[src/rtl/mem_stage.sv]
// mem_stage: EX/MEM register, branch resolution, data RAM and MEM/WB register.
// Define MEM_WAIT_EN to add a one-cycle wait state (IDLE/WAIT FSM) to every load/store.
module mem_stage #(
    parameter int ALU_WIDTH      = 8,
    parameter int PC_WIDTH       = 6,
    parameter int REG_DIR_WIDTH  = 3,
    parameter int MEM_ADDR_WIDTH = 5
) (
    input  logic                     clk,
    input  logic                     reset,
    input  logic [ALU_WIDTH-1:0]     ex_ALUResult,
    input  logic                     ex_Zero,
    input  logic [PC_WIDTH-1:0]      ex_ALUR,
    input  logic [REG_DIR_WIDTH-1:0] ex_WriteReg,
    input  logic [ALU_WIDTH-1:0]     ex_StoreData,
    input  logic                     ex_Branch,
    input  logic                     ex_MemRead,
    input  logic                     ex_MemWrite,
    input  logic                     ex_RegWrite,
    input  logic                     ex_MemtoReg,
    input  logic                     ex_flush,
    output logic                     PCSrc,
    output logic [PC_WIDTH-1:0]      BranchTarget,
    output logic                     flush_out,
    output logic                     stall_out,
    output logic [ALU_WIDTH-1:0]     wb_ReadData,
    output logic [ALU_WIDTH-1:0]     wb_ALUResult,
    output logic [REG_DIR_WIDTH-1:0] wb_WriteReg,
    output logic                     wb_RegWrite,
    output logic                     wb_MemtoReg
);

    typedef struct packed {
        logic [ALU_WIDTH-1:0]     alu_result;
        logic [ALU_WIDTH-1:0]     store_data;
        logic [PC_WIDTH-1:0]      alur;
        logic [REG_DIR_WIDTH-1:0] write_reg;
        logic                     zero;
        logic                     branch;
        logic                     mem_read;
        logic                     mem_write;
        logic                     reg_write;
        logic                     memto_reg;
    } exmem_t;

    localparam int RAM_WORDS = 1 << MEM_ADDR_WIDTH;

    exmem_t                    m;
    exmem_t                    ex_in;
    logic [ALU_WIDTH-1:0]      ram [RAM_WORDS];
    logic [MEM_ADDR_WIDTH-1:0] ram_idx;
    logic [ALU_WIDTH-1:0]      ram_rd;
    logic                      bubble;

    always_comb begin
        ex_in            = '0;
        ex_in.alu_result = ex_ALUResult;
        ex_in.store_data = ex_StoreData;
        ex_in.alur       = ex_ALUR;
        ex_in.write_reg  = ex_WriteReg;
        ex_in.zero       = ex_Zero;
        ex_in.branch     = ex_Branch;
        ex_in.mem_read   = ex_MemRead;
        ex_in.mem_write  = ex_MemWrite;
        ex_in.reg_write  = ex_RegWrite;
        ex_in.memto_reg  = ex_MemtoReg;
    end

    // A taken branch squashes the wrong-path instruction sitting in EX this cycle.
    assign PCSrc        = m.branch & m.zero;
    assign flush_out    = PCSrc;
    assign BranchTarget = m.alur;
    assign bubble       = ex_flush | PCSrc;

    assign ram_idx = m.alu_result[MEM_ADDR_WIDTH-1:0];
    assign ram_rd  = ram[ram_idx];

`ifdef MEM_WAIT_EN
    typedef enum logic {S_IDLE, S_WAIT} state_t;

    state_t state;
    logic   stall_q;

    // stall_q is high exactly in the IDLE cycle following the latch of a load/store.
    always_ff @(posedge clk) begin
        if (reset) begin
            state   <= S_IDLE;
            stall_q <= 1'b0;
        end else begin
            case (state)
                S_IDLE:  state <= stall_q ? S_WAIT : S_IDLE;
                default: state <= S_IDLE;
            endcase
            stall_q <= ~stall_q & ~bubble & (ex_MemRead | ex_MemWrite);
        end
    end

    assign stall_out = stall_q;
`else
    assign stall_out = 1'b0;
`endif

    always_ff @(posedge clk) begin
        if (reset)          m <= '0;
        else if (stall_out) m <= m;
        else if (bubble)    m <= '0;
        else                m <= ex_in;
    end

    // Reset also drops a store that is still waiting to complete.
    always_ff @(posedge clk) begin
        if (!reset && !stall_out && m.mem_write)
            ram[ram_idx] <= m.store_data;
    end

    always_ff @(posedge clk) begin
        if (reset) begin
            wb_ReadData  <= '0;
            wb_ALUResult <= '0;
            wb_WriteReg  <= '0;
            wb_RegWrite  <= 1'b0;
            wb_MemtoReg  <= 1'b0;
        end else begin
            wb_ReadData  <= ram_rd;
            wb_ALUResult <= m.alu_result;
            wb_WriteReg  <= m.write_reg;
            wb_RegWrite  <= m.reg_write & ~stall_out;
            wb_MemtoReg  <= m.memto_reg & ~stall_out;
        end
    end

endmodule
[config.mk]
export PLATFORM = sky130hd
export DESIGN_NAME = mem_stage
export DESIGN_NICKNAME = d
export VERILOG_FILES = /design/src/rtl/mem_stage.sv
export SDC_FILE = /design/constraint.sdc
export NUM_CORES = 1
export LEC_CHECK = 0
export ABC_AREA = 1
export CORE_UTILIZATION = 35
export DETAILED_ROUTE_END_ITERATION = 6
export PLACE_DENSITY = 0.53
export SETUP_SLACK_MARGIN = 0.2
export SYNTH_ARGS = -nofsm -noshare
export SYNTH_HDL_FRONTEND = slang
export SYNTH_SLANG_ARGS = --single-unit
[constraint.sdc]
create_clock -name clk -period 1.7 [get_ports clk]
set_input_delay 0.34 -clock clk [delete_from_list [all_inputs] [get_ports clk]]
set_output_delay 0.34 -clock clk [all_outputs]
set_load 0.005 [all_outputs]
### Word level (Yosys, flattened, before mapping)

Memory sizes are Yosys's and may differ from the RTL's. A register that Yosys moved wholly into a read port is not among the register bits.
Index checks and enable logic that the tools add are counted.

* bits of input ports: 34
* register bits after elaboration: 43
* logic and storage cells: 21
* memories: 1
* RAM bits: 256

* bitwise logic cells: 2
* mux-type cells: 2
* reduce and logical (&&, ||, !) cells: 3

Memories
* ram: depth 32, width 8, rd ports 1, clocked after Yosys merged registers in 1, wr ports 1, RTL line 50 `logic [ALU_WIDTH-1:0] ram [RAM_WORDS];`

Operators by type and width (count)
* $mux 1: 2
* $reduce_or 2->1: 1
* $and 1x1->1: 1
* $logic_and 1x1->1: 1
* $logic_not 1->1: 1
* $or 1x1->1: 1

### Depth between registers and ports, before layout

* depth in word-level cells: 4
* mapped depth: 12
* mapped depth without buffers: 9

### Worst setup path after synthesis

OpenSTA, ideal clock, no wires.

* path type: register -> register
* start: register m[23] (netlist name)
* end: memory ram[0][0] (enable)
* path slack: -0.070 ns
* buffers on the path: 3
* cell stages (with the launch flop): 7
* arrival: 1.400 ns
* library setup time: 0.370 ns
* path through: dfxtp_1 buf_6 inv_4 buf_6 buf_2 nand3_1 nor2_1

RTL lines
* start, declared: RTL line 48 `exmem_t m;`
* start signal, assigned: RTL line 105 `else if (stall_out) m <= m;`
* start signal, assigned: RTL line 107 `else m <= ex_in;`
* end, declared: RTL line 50

No word-level cell before the write port.

==> results.md <==
- After detailed routing, the average wire length per cell comes to 16.9 um.
- In the routed layout, each cell is associated on average with a via count of 4.58.
- The worst setup path is launched from a flip-flop.
- In the layout the commonest cells are sky130_fd_sc_hd__nand2_1 (615), sky130_fd_sc_hd__edfxtp_1 (256), sky130_fd_sc_hd__nor2_1 (76), sky130_fd_sc_hd__buf_4 (59), sky130_fd_sc_hd__dfxtp_1 (44).
- The violation count after the first detailed-route iteration is 592.
- The share of power burned in registers is 50.0%.
- The die covers 35800 sq um.
- The clock share of power is 45.3%.
- The analysis attributes to cell leakage a power of 6.85 nW.
- The element type at the critical path end is a flip-flop.
- The portion of the post-synthesis area used by sequential elements is 70.9%.
- The arrival time at the worst endpoint is 2.03 ns.
- The number of hold buffers added after CTS was 0.
- The total of max-cap violations is 0.
- The finished cells cover 15500 sq um.
- The master cell of the clock root buffer is sky130_fd_sc_hd__clkbuf_16.
- The net count of the finished layout is 1359.
- The detailed router placed 8267 vias in this run.
- The count of pins over their slew limit is 0.
- Between clock sinks in the finished design, the worst skew comes to 0.0233 ns.
- The minimum clock period after layout is 1.63 ns.
- Synthesis inferred 307 register bits.
- The layout overhead on the synthesized area is 26.6%.
- The floorplan step set the die width to 189 um.
- For the worst flop-to-flop path, the logic depth is 11.
- Setup violations remaining at the end of the flow were counted as 0.
- The total of warnings raised by yosys is 0.
- The clock sink count is 307.
- In this run the vertical extent of the chip is 189 um.
- Setup repair after global routing could not meet its margin everywhere.
- For flop-to-flop paths, the worst setup slack is 0.07 ns.
- The hold-critical path depth is 3.
- In this run the tool buffered the top-level ports with 61 buffer cells.
- In this run the worst hold path is classified as in2reg.
- Summed over all nets, the switching power comes to 3.32 mW.
- The filler cells instantiated in the layout total 3323.
- The remaining design rule violation count is 0.
- The first-pass iteration count of the detailed router is 7.
- After floorplanning, the core was divided into 68 placement rows.
- The detailed placer's ending HPWL is 18500 um.
- The setup TNS is 0 ns.
- The number of antenna violations at the first check in global routing is 0.
- The kind of critical path is reg2reg.
- When the netlist entered floorplanning its net count stood at 1226.
- The largest net degree at the start of global routing is 41.
- After clock tree synthesis, the clock-pin slew on the worst setup and hold paths is 0.06 ns.
- The fraction of power consumed by combinational cells is 4.7%.
- The number of global-route vias before repair was 8404.
- The count of boundary I/O pins is 64.
- The initial standard-cell utilization of the core is 35.5%.
- The end of the worst hold path is BranchTarget[2]$_SDFF_PP0_.
- In this run the cell area measured after placement is 13900 sq um.
- The average instance in the mapped netlist occupies 10.3 sq um.
- The final period utilization is 95.7%.
- The core region is 34500 sq um.
- The total grt overflow is 0.
- The longest clock path from root to sink contains 3 buffers.
- For this design the ratio of total power to cell area is 1050 nW/um^2.
- The number of distinct library cells after synthesis is 16.
- The internal power is 13.1 mW.
- The number of buffers created by CTS is 34.
- The endpoint of the most critical register-to-register path is wb_ReadData[4]$_SDFF_PP0_.
- The cell area after synthesis is 12300 sq um.
- The first global-routing pass estimated 46900 um of wire.
- The startpoint identified for the worst hold timing path is ex_ALUR[2].
- The clock insertion delay at the later pin of the skew report is 0.51 ns.
- At the worst endpoint, the required time is 2.10 ns.
- The instance count of the mapped netlist is 1192.
- The run finished with clean final reports.
- The global-route usage over all layers is 17.4%.
- The critical-path maximum fanout is 40.
- The share of the core filled with cells in the final layout is 45.0%.
- The layout cell share with drive strength beyond 1 is 16.2%.
- The overall power is 16.4 mW.
- IR analysis of the VDD net gives a maximum drop of 0.883 mV.
- TritonCTS built the clock tree.
- The fmax is 614 MHz.
- The routed design has 30600 um of wire.
- The congestion estimate from routability-driven global placement came to 0.826.
- The most common cell after layout, fill and taps aside is sky130_fd_sc_hd__nand2_1.
- The H-tree was split into 2 levels.
- The final hold violation count is 0.
- The startpoint identified for the worst register-to-register timing path is m[23]$_SDFF_PP0_.
- In this run the remaining antenna-violating nets after routing total 0.
- Net switching is 20.3% of the power.
## through the flow
stage / hold WS, ns / instances / setup WS (ns)
after floorplan: 0.388 / 1192 / -0.0700
after global placement: 0.390 / 1732 / -0.239
after detailed placement: 0.392 / 1732 / -0.238
after CTS: 0.329 / 1801 / 0.0359
after global routing: 0.357 / 1803 / -0.0228
final: 0.347 / 1804 / 0.0724
## synth_stat cells (all sizes together)
cell type	n	area, sq um
edfxtp	256	7690
clkbuf	8	30.0
a21oi	8	40.0
dfxtp	51	1020
nor3	8	80.1
inv	53	201
nor2	93	349
buf	52	342
conb	1	3.75
nand2	634	2380
nand3	28	140
## layer usage
metal  vias to the layer above  wire, um  global-route usage, %
met5                         -         0                      0
met4                         0       554                   4.84
met3                        50      1460                   2.35
met2                       213     14700                   29.0
met1                      3922     13800                   23.9
li1                       4082         -                      -
## worst max-delay path by stage
stage	depth (start not counted)	slack, ns	startpoint	to
after floorplan	6	-0.07	m[23]$_SDFF_PP0_	ram[0][0]$_DFFE_PP_
after global routing	11	-0.02	m[23]$_SDFF_PP0_	wb_ReadData[4]$_SDFF_PP0_
after CTS	10	0.04	m[23]$_SDFF_PP0_	wb_ReadData[2]$_SDFF_PP0_
final	11	0.07	m[23]$_SDFF_PP0_	wb_ReadData[4]$_SDFF_PP0_
after global placement	7	-0.24	reset	ram[15][6]$_DFFE_PP_
after detailed placement	7	-0.24	reset	ram[24][0]$_DFFE_PP_
## power by group through the flow
stage	logic, mW	clock network (mW)	registers [mW]
4_1_cts	0.745	7.58	8.19
5_1_grt	0.837	7.86	8.19
3_3_place_gp	0.693	0	8.34
6_report	0.765	7.42	8.19
3_5_place_dp	0.691	0	8.34
2_1_floorplan	0.304	0	8.37
## critical path, cell delays in order (launching register included)
cell	delay, ns
sky130_fd_sc_hd__dfxtp_4	0.46
sky130_fd_sc_hd__inv_8	0.09
sky130_fd_sc_hd__buf_12	0.18
sky130_fd_sc_hd__nand2_1	0.07
sky130_fd_sc_hd__nand2_1	0.05
sky130_fd_sc_hd__nand2_1	0.06
sky130_fd_sc_hd__nand2_1	0.07
sky130_fd_sc_hd__nand2_1	0.07
sky130_fd_sc_hd__nand2_2	0.06
sky130_fd_sc_hd__nor2_4	0.15
sky130_fd_sc_hd__a21oi_1	0.09
sky130_fd_sc_hd__buf_4	0.16
## kinds of logic (layout without fill, tap and decap cells)
logic type             Yosys count  in the layout  share of synthesized area, %
buffers and inverters          113            269                          4.67
other                            1              2                        0.0306
flip-flops                     307            307                          70.9
AND/OR/NAND/NOR                763            763                          24.0
AO/OA/AOI/OAI                    8              8                         0.326
## layout make-up
class	instances	area [sq um]	share of cell area, %
Sequential cell	307	8730	56.2
Multi-Input combinational cell	772	3190	20.6
Timing Repair Buffer	157	1680	10.8
Clock buffer	42	955	6.14
Tap cell	455	569	3.66
Inverter	53	219	1.41
Clock inverter	17	190	1.22
Antenna cell	1	2.50	0.0161
## flip-flops by register name, indices dropped and copies added, names as in the netlist
name / count
wb_RegWrite: 1
m: 24
wb_ReadData: 8
wb_ALUResult: 8
wb_WriteReg: 3
BranchTarget: 6
wb_MemtoReg: 1
ram: 256
## repair_timing
action	CTS	global route
gates resized for setup	67	64
pin swaps	2	4
endpoints found under the setup margin	293	265
cloned	4	0
hold endpoints to repair	0	0
buffers inserted	6	2
(Power assumes the default switching activity.)
